File: config.mk
export PLATFORM = sky130hd
export DESIGN_NAME = write_back_unit
export DESIGN_NICKNAME = d
export VERILOG_FILES = /design/src/rtl/wb_pkg.sv /design/src/rtl/load_formatter.sv /design/src/rtl/write_back_unit.sv
export SDC_FILE = /design/constraint.sdc
export NUM_CORES = 1
export LEC_CHECK = 0
export ABC_AREA = 1
export CORE_MARGIN = 10
export CORE_UTILIZATION = 30
export DETAILED_ROUTE_END_ITERATION = 16
export GPL_TIMING_DRIVEN = 0
export PLACE_DENSITY = 0.64
export SYNTH_ARGS = -nofsm -noshare
export SYNTH_HDL_FRONTEND = slang
export SYNTH_SLANG_ARGS = --single-unit
File: constraint.sdc
create_clock -name i_CLK -period 4.7 [get_ports i_CLK]
set_input_delay 0.94 -clock i_CLK [delete_from_list [all_inputs] [get_ports i_CLK]]
set_output_delay 0.94 -clock i_CLK [all_outputs]
set_load 0.02 [all_outputs]
File: src/rtl/wb_pkg.sv
// Shared encodings for the write-back stage: result select, load type, byte lanes.
// Pure declarations, no logic.
// No flow control.
package wb_pkg;

    typedef enum logic [1:0] {
        MTR_ALU  = 2'd0,
        MTR_LOAD = 2'd1,
        MTR_PC4  = 2'd2,
        MTR_IMM  = 2'd3
    } memtoreg_e;

    // Codes 5-7 are not enumerated and behave as a full-word load
    typedef enum logic [2:0] {
        LT_LW  = 3'd0,
        LT_LH  = 3'd1,
        LT_LHU = 3'd2,
        LT_LB  = 3'd3,
        LT_LBU = 3'd4
    } loadtype_e;

    localparam int BYTE_W         = 8;
    localparam int HALF_W         = 16;
    localparam int WORD_W         = 32;
    localparam int BYTES_PER_WORD = WORD_W / BYTE_W;

endpackage

File: src/rtl/load_formatter.sv
// Extracts and extends the addressed byte/halfword lane of a little-endian load word.
// Purely combinational, zero latency.
// No flow control.
module load_formatter
    import wb_pkg::*;
(
    input  logic [WORD_W-1:0] read_data,
    input  logic [2:0]        load_type,
    input  logic [1:0]        byte_offset,
    output logic [WORD_W-1:0] load_data
);

    logic [BYTE_W-1:0] lane_byte;
    logic [HALF_W-1:0] lane_half;

    always_comb begin
        lane_byte = read_data[BYTE_W-1:0];
        case (byte_offset)
            2'd0:    lane_byte = read_data[BYTE_W-1:0];
            2'd1:    lane_byte = read_data[2*BYTE_W-1:BYTE_W];
            2'd2:    lane_byte = read_data[3*BYTE_W-1:2*BYTE_W];
            default: lane_byte = read_data[4*BYTE_W-1:3*BYTE_W];
        endcase
    end

    // Halfword lane ignores offset[0]; a misaligned halfword still returns the aligned lane
    assign lane_half = byte_offset[1] ? read_data[WORD_W-1:HALF_W] : read_data[HALF_W-1:0];

    always_comb begin
        load_data = read_data;
        case (load_type)
            LT_LH:   load_data = {{(WORD_W-HALF_W){lane_half[HALF_W-1]}}, lane_half};
            LT_LHU:  load_data = {{(WORD_W-HALF_W){1'b0}}, lane_half};
            LT_LB:   load_data = {{(WORD_W-BYTE_W){lane_byte[BYTE_W-1]}}, lane_byte};
            LT_LBU:  load_data = {{(WORD_W-BYTE_W){1'b0}}, lane_byte};
            default: load_data = read_data;
        endcase
    end

endmodule

File: src/rtl/write_back_unit.sv
// Write-back pipeline stage: registers M-stage results, selects/format the write data, counts retirements.
// Latency 1 cycle from M inputs to W outputs; result is combinational from W registers.
// Stall holds every W register; flush drops the valid bit; no ready/valid handshake.
module write_back_unit
    import wb_pkg::*;
#(
    parameter int DATA_WIDTH     = 32,
    parameter int ADDRESS_WIDTH  = 32,
    parameter int REG_ADDR_WIDTH = 5,
    parameter int COUNT_WIDTH    = 32
) (
    input  logic                      i_CLK,
    input  logic                      i_RST_n,
    input  logic                      i_StallW,
    input  logic                      i_FlushW,
    input  logic                      i_ValidM,
    input  logic                      i_RegWriteM,
    input  logic [REG_ADDR_WIDTH-1:0] i_WriteRegM,
    input  logic [1:0]                i_MemtoRegM,
    input  logic [2:0]                i_LoadTypeM,
    input  logic [1:0]                i_ByteOffsetM,
    input  logic [DATA_WIDTH-1:0]     i_ALUOutM,
    input  logic [DATA_WIDTH-1:0]     i_ReadDataM,
    input  logic [DATA_WIDTH-1:0]     i_ImmUpperM,
    input  logic [ADDRESS_WIDTH-1:0]  i_PCPlus4M,
    output logic                      o_RegWriteW,
    output logic [REG_ADDR_WIDTH-1:0] o_WriteRegW,
    output logic [DATA_WIDTH-1:0]     o_ResultW,
    output logic                      o_ValidW,
    output logic                      o_MisalignW,
    output logic [COUNT_WIDTH-1:0]    o_RetireCount
);

    if (DATA_WIDTH != WORD_W) begin : g_bad_data_width
        $error("write_back_unit: DATA_WIDTH must be 32");
    end
    if (ADDRESS_WIDTH > DATA_WIDTH) begin : g_bad_addr_width
        $error("write_back_unit: ADDRESS_WIDTH must not exceed DATA_WIDTH");
    end

    logic                      valid_w;
    logic                      regwrite_w;
    logic [REG_ADDR_WIDTH-1:0] writereg_w;
    logic [1:0]                memtoreg_w;
    logic [2:0]                loadtype_w;
    logic [1:0]                offset_w;
    logic [DATA_WIDTH-1:0]     aluout_w;
    logic [DATA_WIDTH-1:0]     readdata_w;
    logic [DATA_WIDTH-1:0]     immupper_w;
    logic [ADDRESS_WIDTH-1:0]  pcplus4_w;
    logic [COUNT_WIDTH-1:0]    retire_cnt;
    logic [DATA_WIDTH-1:0]     load_data;
    logic [DATA_WIDTH-1:0]     result_w;
    logic                      is_half;
    logic                      is_byte;
    logic                      misalign;

    // Flush only touches the valid bit; payload follows the stall like any other cycle
    always_ff @(posedge i_CLK) begin
        if (!i_RST_n) begin
            valid_w    <= 1'b0;
            regwrite_w <= 1'b0;
            writereg_w <= '0;
            memtoreg_w <= '0;
            loadtype_w <= '0;
            offset_w   <= '0;
            aluout_w   <= '0;
            readdata_w <= '0;
            immupper_w <= '0;
            pcplus4_w  <= '0;
        end else begin
            if (i_FlushW) begin
                valid_w <= 1'b0;
            end else if (!i_StallW) begin
                valid_w <= i_ValidM;
            end
            if (!i_StallW) begin
                regwrite_w <= i_RegWriteM;
                writereg_w <= i_WriteRegM;
                memtoreg_w <= i_MemtoRegM;
                loadtype_w <= i_LoadTypeM;
                offset_w   <= i_ByteOffsetM;
                aluout_w   <= i_ALUOutM;
                readdata_w <= i_ReadDataM;
                immupper_w <= i_ImmUpperM;
                pcplus4_w  <= i_PCPlus4M;
            end
        end
    end

    // The instruction sitting in W retires on the edge it leaves, whether or not a flush arrives
    always_ff @(posedge i_CLK) begin
        if (!i_RST_n) begin
            retire_cnt <= '0;
        end else if (valid_w && !i_StallW) begin
            retire_cnt <= retire_cnt + 1'b1;
        end
    end

    load_formatter u_load_formatter (
        .read_data   (readdata_w),
        .load_type   (loadtype_w),
        .byte_offset (offset_w),
        .load_data   (load_data)
    );

    always_comb begin
        result_w = '0;
        case (memtoreg_w)
            MTR_ALU:  result_w = aluout_w;
            MTR_LOAD: result_w = load_data;
            MTR_PC4:  result_w[ADDRESS_WIDTH-1:0] = pcplus4_w;
            default:  result_w = immupper_w;
        endcase
    end

    assign is_half  = (loadtype_w == LT_LH) || (loadtype_w == LT_LHU);
    assign is_byte  = (loadtype_w == LT_LB) || (loadtype_w == LT_LBU);
    assign misalign = (!is_half && !is_byte && (offset_w != 2'd0)) ||
                      (is_half && offset_w[0]);

    assign o_ValidW      = valid_w;
    assign o_RegWriteW   = valid_w && regwrite_w && (writereg_w != '0);
    assign o_WriteRegW   = writereg_w;
    assign o_ResultW     = result_w;
    assign o_MisalignW   = valid_w && (memtoreg_w == MTR_LOAD) && misalign;
    assign o_RetireCount = retire_cnt;

endmodule

==> results.md <==
* Status: finished, final reports clean
* Worst Path Arrival at approximately 2.8 ns
* Root buffer cell: clkbuf_16
* Post-DR vias/cell at 4.83
* Reg2reg path depth at 8
* Setup Fix Bufs, Post-CTS at 0
* Leakage at approximately 0.0044 µW
* Router iterations before antenna repair at 6
* Reg area at 3480 µm²
* Grt ovf at 0
* DP Worst Slack at ~1.5 ns
* Fin crit period at approximately 3.7 ns
* CTS tree: built
* Clk network pwr share at about two fifths
* Hold crit path type: reg2reg
* Vias in the first global route at between 8,000 and 9,000
* Critical path, cell by cell: inv_2, nand2_1, o21ai_2, nor2_4, buf_2, a21oi_1, nand2_1, nand4_1, clkdlybuf4s50_1
* Crit Path Category: reg2out
* Yosys cell types at 35
* Die Height at roughly 190 µm
* Fin crit share at 78.5%
* Die width at 185 µm
* Endpoints failing setup at 0
* Switching share of power at a little under a third
* Met3 Use GR at 4.29%
* Worst-Skew Late Latency at around 0.43 ns
* Initial antenna violation count at 4
* Synthesized net count at 1,370
* Hold depth at 2
* Routability cong. at a little over 0.9
* Initial DRC count at about 700
* Core Box Area at between 20,000 and 30,000 µm²
* Syn avg cell area at ~6.7 µm²
* # IOs at about 220
* Power per cell area at ~330 nW/µm²
* Top delay family on crit path: buffers and inverters
* Htree depth at 4
* Hold Path End: o_RetireCount[6]$_SDFFE_PN0P_
* CP Capture Type: primary output
* Sequential area share after synthesis at 42.5%
* Fmax at around 270 MHz
* Number of routed nets with antenna violations at 0
* Die ar. at about 34,000 µm²
* Post-synthesis mux area share at 0%
* Gate Count Post-Synth at roughly 1,200
* Layout cells sized above 1 at under 10%
* WP data required at between 3 and 4 ns
* Grt met1 use at 22.6%
* CTS-repair resized insts at 0
* Rows at 60
* CP most frequent cell: nand2_1
* Reg-to-Reg End: o_RetireCount[25]$_SDFFE_PN0P_
* Xor-xnor portion of the synthesized cell area at 0.107%
* Multi-input gate area at 4090 µm²
* I/O Buffers at roughly 220
* Setup TNS Final at 0 ns
* Crit Reg-Reg Startpoint: o_ValidW$_SDFFE_PP0N_
* Filler cells at 2,828
* Hold_sp: o_RetireCount[6]$_SDFFE_PN0P_
* Vias at roughly 8,800
* Clock skew at 0.00925 ns
* Largest family of logic cells by synthesized area: simple AND/OR/NAND/NOR gates
* Busiest grt layer: met2
* Crit-path max FO at 10
* Total CTS buffers at 17
* Synth Area in Adders at less than 1%
* Max IR drop VDD at 0.000200 V
* Compound-Gate Fraction of Synth Area at 17.1%
* Sequential share of power at between 40% and 50%
* Met2 global-route usage at between 30% and 40%
* Ys Warns at 0
* Total global-route track usage at between 10% and 20%
* Starting Density at a little under a third
* Clock Sinks at 174
* R2r setup slk at 2.97 ns
* Biggest cell delay along the critical path at approximately 0.64 ns
* Nets at 1,605
* Combinational power share at between 10% and 20%
* Clock Pin Slew Worst Setup and Hold Paths at 0.07 ns
* Post-route DRC at 0
* P_sw at approximately 1200 µW
* Worst path bufs/invs at 3
* Final Slew Violations at 0
* Pin count of the biggest net entering global routing at 20
* Relative slew slack at between 40% and 50%
* #FFs+latches synth at around 170
* Hold-fix buffers, CTS at 0
* Int Power at between 2000 and 3000 µW
* Max Cap Viol at 0
* First-pass GRT wire length at between 40 and 50 mm
* Slew @ Worst Pin at between 0.7 and 0.8 ns
* Final WS setup at approximately 1.0 ns
* Crit-path slowest cell: clkdlybuf4s50_1
* Post-Syn Area at about 8000 µm²
* WL final at about 32 mm
* RSZ-0062 raised after global routing: false
* Area growth syn-to-layout at 38.9%
* Fin. Hold Viols at 0
* Detailed Place HPWL at about 26 mm
* Critical path startpoint category: flip-flop
* Simple logic cell fraction of the synthesized area at 32.6%
* CTS Buffer Depth at 2
* Wirelength per Cell at 17.8 µm
-- stage by stage --
| step | total power (µW) | utilization, % | cells | hold slack [ns] | area (µm²) |
|---|---|---|---|---|---|
| floorplan | 1990 | - | 1223 | 0.448 | 8200 |
| global placement | 2340 | 40.0 | 1780 | 0.453 | 10800 |
| detailed placement | 2340 | 40.0 | 1780 | 0.464 | 10800 |
| CTS | 3760 | 42.2 | 1812 | 0.475 | 11400 |
| global route | 3890 | 42.2 | 1813 | 0.498 | 11400 |
| finish | 3740 | 42.2 | 1813 | 0.475 | 11400 |
-- cell type report --
| class | instances | area share, % |
|---|---|---|
| plain buffers | 74 | 2.77 |
| repair buffers | 216 | 19.0 |
| clock inverters | 14 | 1.47 |
| diodes | 1 | 0.0220 |
| flip-flops and latches | 174 | 30.6 |
| multi-input cells | 893 | 35.9 |
| clock buffers | 18 | 3.77 |
| inverters | 82 | 2.70 |
| well taps | 341 | 3.75 |
-- power by group through the flow --
| stage | clock network (µW) | registers, µW | logic [µW] |
|---|---|---|---|
| after CTS | 1450 | 1610 | 706 |
| final | 1430 | 1610 | 705 |
| after global placement | 0 | 1640 | 700 |
| after global routing | 1510 | 1620 | 771 |
| after detailed placement | 0 | 1640 | 702 |
| after floorplan | 0 | 1630 | 360 |
-- registers in the layout, indices dropped and copies added (netlist names) --
| name | cells |
|---|---|
| o_ValidW | 1 |
| readdata_w | 32 |
| offset_w | 2 |
| o_WriteRegW | 5 |
| pcplus4_w | 32 |
| loadtype_w | 3 |
| immupper_w | 32 |
| aluout_w | 32 |
| o_RetireCount | 32 |
| memtoreg_w | 2 |
| regwrite_w | 1 |
-- layout by cell type (no fill, tap or decap), drive strengths merged --
master	instances
a21oi	93
clkbuf	71
nand4	37
nor2	297
nand3	47
clkinv	7
diode	1
and2	1
ha	1
o211ai	7
nand2	229
o21bai	3
inv	89
o21ai	154
nor3	8
xor2	1
nor3b	2
nor4	1
nand3b	1
dfxtp	174
a2111oi	1
o21a	10
clkdlybuf4s50	216
buf	21
-- Yosys cell counts, drive strengths merged --
master     n  area [µm²]
o21ai    154         774
clkinv     1        3.75
a2111oi    1        8.76
a21oi     93         465
nand3b     1        20.0
dfxtp    174        3480
o211ai     7        52.6
o21a      10        75.1
inv       81         304
nor3b      2        15.0
clkbuf    53         199
buf       21         116
nor4       1        12.5
nand2    229         877
and2       1        6.26
o21bai     3        22.5
xor2       1        8.76
ha         1        12.5
nand4     37         231
nand3     47         260
nor2     297        1190
nor3       8        55.1
-- worst register-to-register path, cell delays in order, from the launching register on --
cell and delay [ns]:
dfxtp_1 0.52, nand2_4 0.17, nor2_4 0.22, nand3_4 0.12, nor2_4 0.15, buf_4 0.19, nand2_1 0.06, nor2_1 0.11
nor3_2 0.05
-- worst max path at each step --
stage,startpoint,end,slack [ns],cells after the start
3_5_place_dp,loadtype_w[0]$_SDFFE_PN0N_,o_ResultW[0],1.48,9
4_1_cts,loadtype_w[0]$_SDFFE_PN0N_,o_ResultW[0],1.02,9
6_report,loadtype_w[0]$_SDFFE_PN0N_,o_ResultW[0],1.01,9
5_1_grt,memtoreg_w[1]$_SDFFE_PN0N_,o_ResultW[27],0.89,6
3_3_place_gp,loadtype_w[0]$_SDFFE_PN0N_,o_ResultW[0],1.49,9
2_1_floorplan,loadtype_w[1]$_SDFFE_PN0N_,o_MisalignW,2.32,7
-- metal layers --
metal | part of all wire, % | up-vias
met4 | 3.1 | 6
met3 | 6.3 | 51
met1 | 43 | 3993
met5 | 0.12 | -
met2 | 48 | 265
li1 | - | 4444
-- cell families (layout without fill, tap and decap cells) --
logic type	count (synthesis)	count (layout)
AND/OR/NAND/NOR	623	623
buffers and inverters	156	404
adder cells (fa/ha/maj)	1	1
other	0	1
XOR/XNOR	1	1
flip-flops	174	174
AO/OA/AOI/OAI	268	268
No activity file was read; power rests on OpenSTA's default activity.
